===== src/rtl/scoreboard.sv =====
// rtl/scoreboard.sv - register-hazard scoreboard with per-register pending-write counters
// Optional same-cycle release visibility: define SCOREBOARD_RELEASE_BYPASS_EN.
module scoreboard #(
    parameter int RFADDR = 5,
    parameter int CNT_W  = 2
) (
    input  logic              clk_i,
    input  logic              rst_i,
    input  logic [RFADDR-1:0] query_1_i,
    input  logic [RFADDR-1:0] query_2_i,
    input  logic [RFADDR-1:0] commit_i,
    input  logic              release_valid_i,
    input  logic [RFADDR-1:0] release_addr_i,
    input  logic              flush_i,
    output logic              query_answer_1_o,
    output logic              query_answer_2_o,
    output logic              busy_o,
    output logic              err_o
);

    localparam int NREG = 1 << RFADDR;
    localparam logic [CNT_W-1:0] CNT_MAX = '1;
    localparam logic [CNT_W-1:0] CNT_ONE = CNT_W'(1);

    // Entry 0 is cleared by reset and never written again, so x0 always reads as idle.
    logic [CNT_W-1:0] r_cnt [NREG];
    logic             r_err;

    logic w_inc_en;
    logic w_dec_en;
    logic w_same;
    logic w_ovf;
    logic w_unf;
    logic w_busy_raw;
    logic w_ans_1_raw;
    logic w_ans_2_raw;

    assign w_inc_en = (commit_i != '0);
    assign w_dec_en = release_valid_i && (release_addr_i != '0);
    assign w_same   = w_inc_en && w_dec_en && (commit_i == release_addr_i);
    assign w_ovf    = w_inc_en && !w_same && (r_cnt[commit_i] == CNT_MAX);
    assign w_unf    = w_dec_en && !w_same && (r_cnt[release_addr_i] == '0);

    always_ff @(posedge clk_i) begin
        if (rst_i) begin
            for (int r = 0; r < NREG; r++) begin
                r_cnt[r] <= '0;
            end
            r_err <= 1'b0;
        end else if (flush_i) begin
            for (int r = 0; r < NREG; r++) begin
                r_cnt[r] <= '0;
            end
        end else begin
            // A commit and release to the same register cancel; saturating ends only flag err.
            for (int r = 1; r < NREG; r++) begin
                if (w_inc_en && !w_same && (commit_i == RFADDR'(r)) && (r_cnt[r] != CNT_MAX)) begin
                    r_cnt[r] <= r_cnt[r] + CNT_ONE;
                end else if (w_dec_en && !w_same && (release_addr_i == RFADDR'(r)) && (r_cnt[r] != '0)) begin
                    r_cnt[r] <= r_cnt[r] - CNT_ONE;
                end
            end
            if (w_ovf || w_unf) begin
                r_err <= 1'b1;
            end
        end
    end

    always_comb begin
        w_busy_raw = 1'b0;
        for (int r = 1; r < NREG; r++) begin
            if (r_cnt[r] != '0) begin
                w_busy_raw = 1'b1;
            end
        end
    end

    assign w_ans_1_raw = (query_1_i != '0) && (r_cnt[query_1_i] != '0);
    assign w_ans_2_raw = (query_2_i != '0) && (r_cnt[query_2_i] != '0);

`ifdef SCOREBOARD_RELEASE_BYPASS_EN
    logic w_byp_1;
    logic w_byp_2;
    logic w_busy_other;
    logic w_last_release;

    assign w_byp_1 = release_valid_i && (release_addr_i == query_1_i) && (query_1_i != '0)
                     && (r_cnt[query_1_i] == CNT_ONE);
    assign w_byp_2 = release_valid_i && (release_addr_i == query_2_i) && (query_2_i != '0)
                     && (r_cnt[query_2_i] == CNT_ONE);

    // Pending writes on registers other than the one being released this cycle.
    always_comb begin
        w_busy_other = 1'b0;
        for (int r = 1; r < NREG; r++) begin
            if ((RFADDR'(r) != release_addr_i) && (r_cnt[r] != '0)) begin
                w_busy_other = 1'b1;
            end
        end
    end

    assign w_last_release   = w_dec_en && (r_cnt[release_addr_i] == CNT_ONE) && !w_busy_other;
    assign query_answer_1_o = w_ans_1_raw && !w_byp_1;
    assign query_answer_2_o = w_ans_2_raw && !w_byp_2;
    assign busy_o           = w_busy_raw && !w_last_release;
`else
    assign query_answer_1_o = w_ans_1_raw;
    assign query_answer_2_o = w_ans_2_raw;
    assign busy_o           = w_busy_raw;
`endif

    assign err_o = r_err;

endmodule


===== config.mk =====
export PLATFORM = sky130hd
export DESIGN_NAME = scoreboard
export DESIGN_NICKNAME = d
export VERILOG_FILES = /design/src/rtl/scoreboard.sv
export SDC_FILE = /design/constraint.sdc
export NUM_CORES = 1
export LEC_CHECK = 0
export ABC_AREA = 1
export CAP_MARGIN = 25
export CORE_MARGIN = 2
export CORE_UTILIZATION = 30
export CTS_CLUSTER_SIZE = 14
export DETAILED_ROUTE_END_ITERATION = 8
export HOLD_SLACK_MARGIN = 0.06
export PLACE_DENSITY_LB_ADDON = 0.25
export SLEW_MARGIN = 20
export SYNTH_ARGS = -nofsm -noshare
export SYNTH_HDL_FRONTEND = slang
export SYNTH_SLANG_ARGS = --single-unit

===== constraint.sdc =====
create_clock -name clk_i -period 2.73 [get_ports clk_i]
set_input_delay 0.4095 -clock clk_i [delete_from_list [all_inputs] [get_ports clk_i]]
set_output_delay 0.4095 -clock clk_i [all_outputs]
set_load 0.01 [all_outputs]

[After elaboration in Yosys (flattened, before gate mapping)]
Memory sizes are Yosys's and may differ from the RTL's.
Index checks and enable logic that the tools add are counted.
Storage, ports and cells
  bits in registers: 1
  bits in writable memories: 64
  output and inout bits: 4
  logic and storage cells: 837
  memories kept: 1
Memories
  r_cnt: depth 32, width 2, read ports 35, clocked after Yosys merged registers in 0, write ports 32, line 26  | logic [CNT_W-1:0] r_cnt [NREG];
Operators by class
  add/sub/neg operators: 62
  eq/ne operators: 95
  muxes and demuxes: 409
  bitwise gates (word level): 95
  reductions and logical operators: 174
Operator list (number)
  $mux 1: 315
  $mux 2: 94
  $eq 5x5->1 const B: 32
  $logic_and 1x1->1: 133
  $or 1x1->1: 94
  $eq 5x4->1 const B: 16
  $reduce_bool 2->1: 33
  $add 2x1->2 const B: 31
  $ne 2x2->1 const B: 31
  $sub 2x1->2 const B: 31
  $eq 5x3->1 const B: 8
  $eq 5x2->1 const B: 4
  $reduce_bool 5->1: 4
  $eq 5x1->1 const B: 2
  $eq 5x5->1: 1
  $eq 2x2->1 const B: 1
  $logic_not 2->1: 1
  $reduce_and 2->1: 1
  $logic_not 1->1: 1
  $logic_or 1x1->1: 1
  $not 1->1: 1

[Logic depth before layout (Yosys ltp)]
Gate-level depths: netlist of the first run.
  word-level depth: 32
  gate-level depth with buffers: 17
  gate-level depth less buffers: 15

[Least setup slack after synthesis of the first run]
No wires, ideal clock.
  path kind: input-to-output
  from: input port query_1_i[1]
  to: output port query_answer_1_o
  arrival time: 1.488 ns
  setup slack: 0.832 ns
  stages: 9
  path buffers: 2
  path through: clkbuf_1 > inv_1 > clkbuf_1 > a21oi_1 > o21ai_0 > nand3_1 > nand3_1 > nand3_1 > nand2_1
Between the ends
  word-level cells in the longest chain between the ends: 3
RTL lines
  start, declared: line 9  | input logic [RFADDR-1:0] query_1_i,
  $mem_v2 32x2
  $reduce_bool 2->1: line 78  | assign w_ans_1_raw = (query_1_i != '0) && (r_cnt[query_1_i] != '0);
  $logic_and 1x1->1 *: line 78
  end, declared: line 15  | output logic query_answer_1_o,
Mark *: on every way between the ends. The rest lies on a longest branch, timed or not.

==> qor.txt, run 1 <==
Core Box Area: 21900 µm²
Unique masters post-synth: 42
Die height: 154 µm
Syn nets: 1132
Hold Path Stages: 2
R2R Path Start: r_cnt[16][0]$_SDFFCE_PN0P_
Initial DRC count: 706
Slew Limit Fails: 0
Crit Path Category: reg -> out
Ys async rst share: 0%
All-Layer GR Usage: 23.4%
CP arrival: 2.20 ns
Status: completed
Clk_skew: 0.00505 ns
Layout cells sized above 1: 18.2%
Dpl hpwl: 22100 µm
TritonCTS clock tree: yes
Synthesized instance count: 1074
Clock buffer depth: 2
Sw Ratio: 35.9%
Clock sinks: 63
Tmin final: 2.61 ns
CP Capture Type: output pin
Number of diodes: 0
Die width: 154 µm
Syn Area/Cell: 6.26 µm²
Tcrit/Tclk final: 95.6%
H-tree levels: 3
Post-route DRC: 0
Top cells by area in the synthesized netlist: edfxtp_1 28%, nand2_1 21%, nand3_1 8.0%
First-pass iteration count of the detailed router: 7
Max Fclk: 383 MHz
Total vias in the final route: 7694
Number of global-route vias before repair: 7005
Total Power: 3910 µW
Setup violations, final: 0
FF-to-FF path depth: 14
FF/Latch Area: 1880 µm²
RSZ-0062 raised after global routing: no
Psw: 1400 µW
TritonCTS Buffers: 9
Crit-path max FO: 4
Final wirelength: 27800 µm
Hold Crit Start: err_o$_SDFFE_PP0P_
Global-route wire length before repair: 42000 µm
Gp weighted congestion: 1.04
Clock power share: 32.0%
Largest net degree at the start of global routing: 29
Post-synth EDFFs: 62
Multi-input gate area: 4160 µm²
Peak supply drop: 0.287 mV
Worst slew pin tran: 0.649 ns
Worst min-delay path class: reg -> reg
Most common cell in the netlist: nand2_1
Synth warn: 0
Critical R2R Capture: err_o$_SDFFE_PP0P_
#FFs+latches synth: 63
Initial Util: 30.7%
Pint: 2500 µW
Area leader, netlist: edfxtp_1
Slack of the worst reg-to-reg path: 0.89 ns
Fill count: 2405
Max-cap viol count: 0
Hold Fails Final Rpt: 0
Final nets: 1271
Initial antenna violation count: 0
Clock Latency Late Sink: 0.35 ns
Slew Limit Headroom: 56.5%
DR vias/cell: 5.14
Die ar.: 23600 µm²
Pwr Density: 453 nW/µm²
CP Launch Type: flip-flop
Predominant post-synthesis flop cell: edfxtp_1
Sequential share of power: 33.2%
# rows: 54
Reg clk slew, reported paths: 0.06 ns
Number of I/O port buffers: 27
Post-DRT Antenna Nets: 0
Comb power frac: 34.8%
Most instantiated cells after synthesis: 378 x nand2_1, 134 x inv_1, 108 x nand3_1, 95 x nor2_1, 62 x edfxtp_1
Total grt overflow: 0
Post-route cell area: 8620 µm²
Register area share after synthesis: 28.0%
WL/cell: 18.6 µm
IO Count: 28
Worst Hold End: err_o$_SDFFE_PP0P_
Lkg Pwr: 0.00434 µW
Clock root buffer: clkbuf_16
Top cell type's share of synthesized area: 27.7%
Synthesized area: 6730 µm²
Area growth syn-to-layout: 28.1%
Worst EP required: 2.32 ns
Placement Cell Area: 8110 µm²
-- layout make-up --
class / count / area share, %
clock inverter: 5 / 0.842
clock buffer: 11 / 2.70
sequential: 63 / 21.8
multi-input combinational: 825 / 48.2
tap: 280 / 4.07
timing repair buffer: 165 / 15.7
inverter: 149 / 6.59
-- per-layer routing --
metal  vias to the layer above  track usage (%)  part of all wire, %
met4                         0             10.0                  4.2
li1                       3784                -                    -
met1                      3552             31.8                   44
met2                       296             37.0                   45
met5                         -                0                    0
met3                        62             3.61                  6.6
-- per-stage QoR --
stage	setup TNS (ns)	hold slack (ns)	worst slack (ns)	cells	utilization (%)
2_1_floorplan	0	0.473	0.832	1074	-
3_3_place_gp	-0.187	0.452	-0.0949	1466	37.1
3_5_place_dp	-0.239	0.449	-0.130	1466	37.1
4_1_cts	0	0.467	0.00816	1483	38.6
5_1_grt	0	0.485	0.00312	1498	39.4
6_report	0	0.460	0.119	1498	39.4
-- worst max path at each step --
stage / from / endpoint / slack, ns / depth (start not counted)
floorplan: query_1_i[1] / query_answer_1_o / 0.83 / 9
global placement: query_2_i[2] / query_answer_2_o / -0.09 / 11
detailed placement: query_2_i[2] / query_answer_2_o / -0.13 / 11
CTS: r_cnt[28][0]$_SDFFCE_PP0P_ / query_answer_1_o / 0.008 / 9
global route: r_cnt[8][1]$_SDFFCE_PN0P_ / query_answer_2_o / 0.003 / 10
finish: r_cnt[12][0]$_SDFFCE_PN0P_ / query_answer_2_o / 0.12 / 10
-- logic make-up (layout without fill, tap and decap cells) --
logic type,count (synthesis),in the layout,share of synthesized area [%]
muxes,7,7,1.08
AOI/OAI and AO/OA,103,103,8.45
adders and majority gates,34,34,6.32
and+or+nand+nor,677,677,44.4
DFF,63,63,28.0
xor gates and xnor gates,4,4,0.521
buffers and inverters,186,330,11.3
-- timing repair --
action                     CTS  global route
hold buffers                 0             0
pin swaps                    0             0
hold endpoints to repair     0             0
buffers inserted             1            15
setup endpoints to repair    3             3
resized for setup           12            25
-- power by group through the flow --
| stage | sequential, µW | clock [µW] | combinational [µW] |
|---|---|---|---|
| after floorplan | 1290 | 0 | 726 |
| after global placement | 1310 | 0 | 1270 |
| after detailed placement | 1320 | 0 | 1280 |
| after CTS | 1290 | 1270 | 1300 |
| after global routing | 1310 | 1300 | 1500 |
| final | 1300 | 1250 | 1360 |
-- layout by cell type, fill, tap and decap left out, types with 3 or more instances in the layout --
master and n:
nand3b_1 3, a21oi_2 3, nor3_1 37, a21oi_1 42, or2_4 3, o21ai_0 42, buf_12 3, clkbuf_16 9
nor2_4 8, o21ai_1 4, nand3_1 108, xor2_1 4, nand4_1 12, clkdlybuf4s50_1 21, nor2_2 14, buf_4 133
nor4_1 8, mux2i_1 5, inv_1 128, nand3_2 14, nor2_1 86, inv_2 18, o311ai_1 4, ha_1 33
edfxtp_1 62, dlymetal6s2s_1 5, nand2_1 378
-- worst max-delay path, stage by stage (launching register included) --
cell and delay [ns]:
edfxtp_1 0.38, buf_4 0.17, nor2_4 0.17, o21ai_0 0.10
o221ai_1 0.24, nand3_1 0.11, nand2_1 0.09, nand2_1 0.05
nand2_1 0.05, inv_1 0.04, clkdlybuf4s50_1 0.47
-- flip-flops by register name, summed over array words and instances, names as in the netlist --
| register | count |
|---|---|
| err_o | 1 |
| r_cnt | 62 |
(Power assumes the default switching activity.)
==> inputs of run 2 (changes only) <==
--- a/config.mk
+++ b/config.mk
@@ -13,7 +13,6 @@
 export DETAILED_ROUTE_END_ITERATION = 8
 export HOLD_SLACK_MARGIN = 0.06
 export PLACE_DENSITY_LB_ADDON = 0.25
-export SLEW_MARGIN = 20
 export SYNTH_ARGS = -nofsm -noshare
 export SYNTH_HDL_FRONTEND = slang
 export SYNTH_SLANG_ARGS = --single-unit
==> results of run 2 <==
No change in the layout: final DEF, timing and power equal those of run 1.
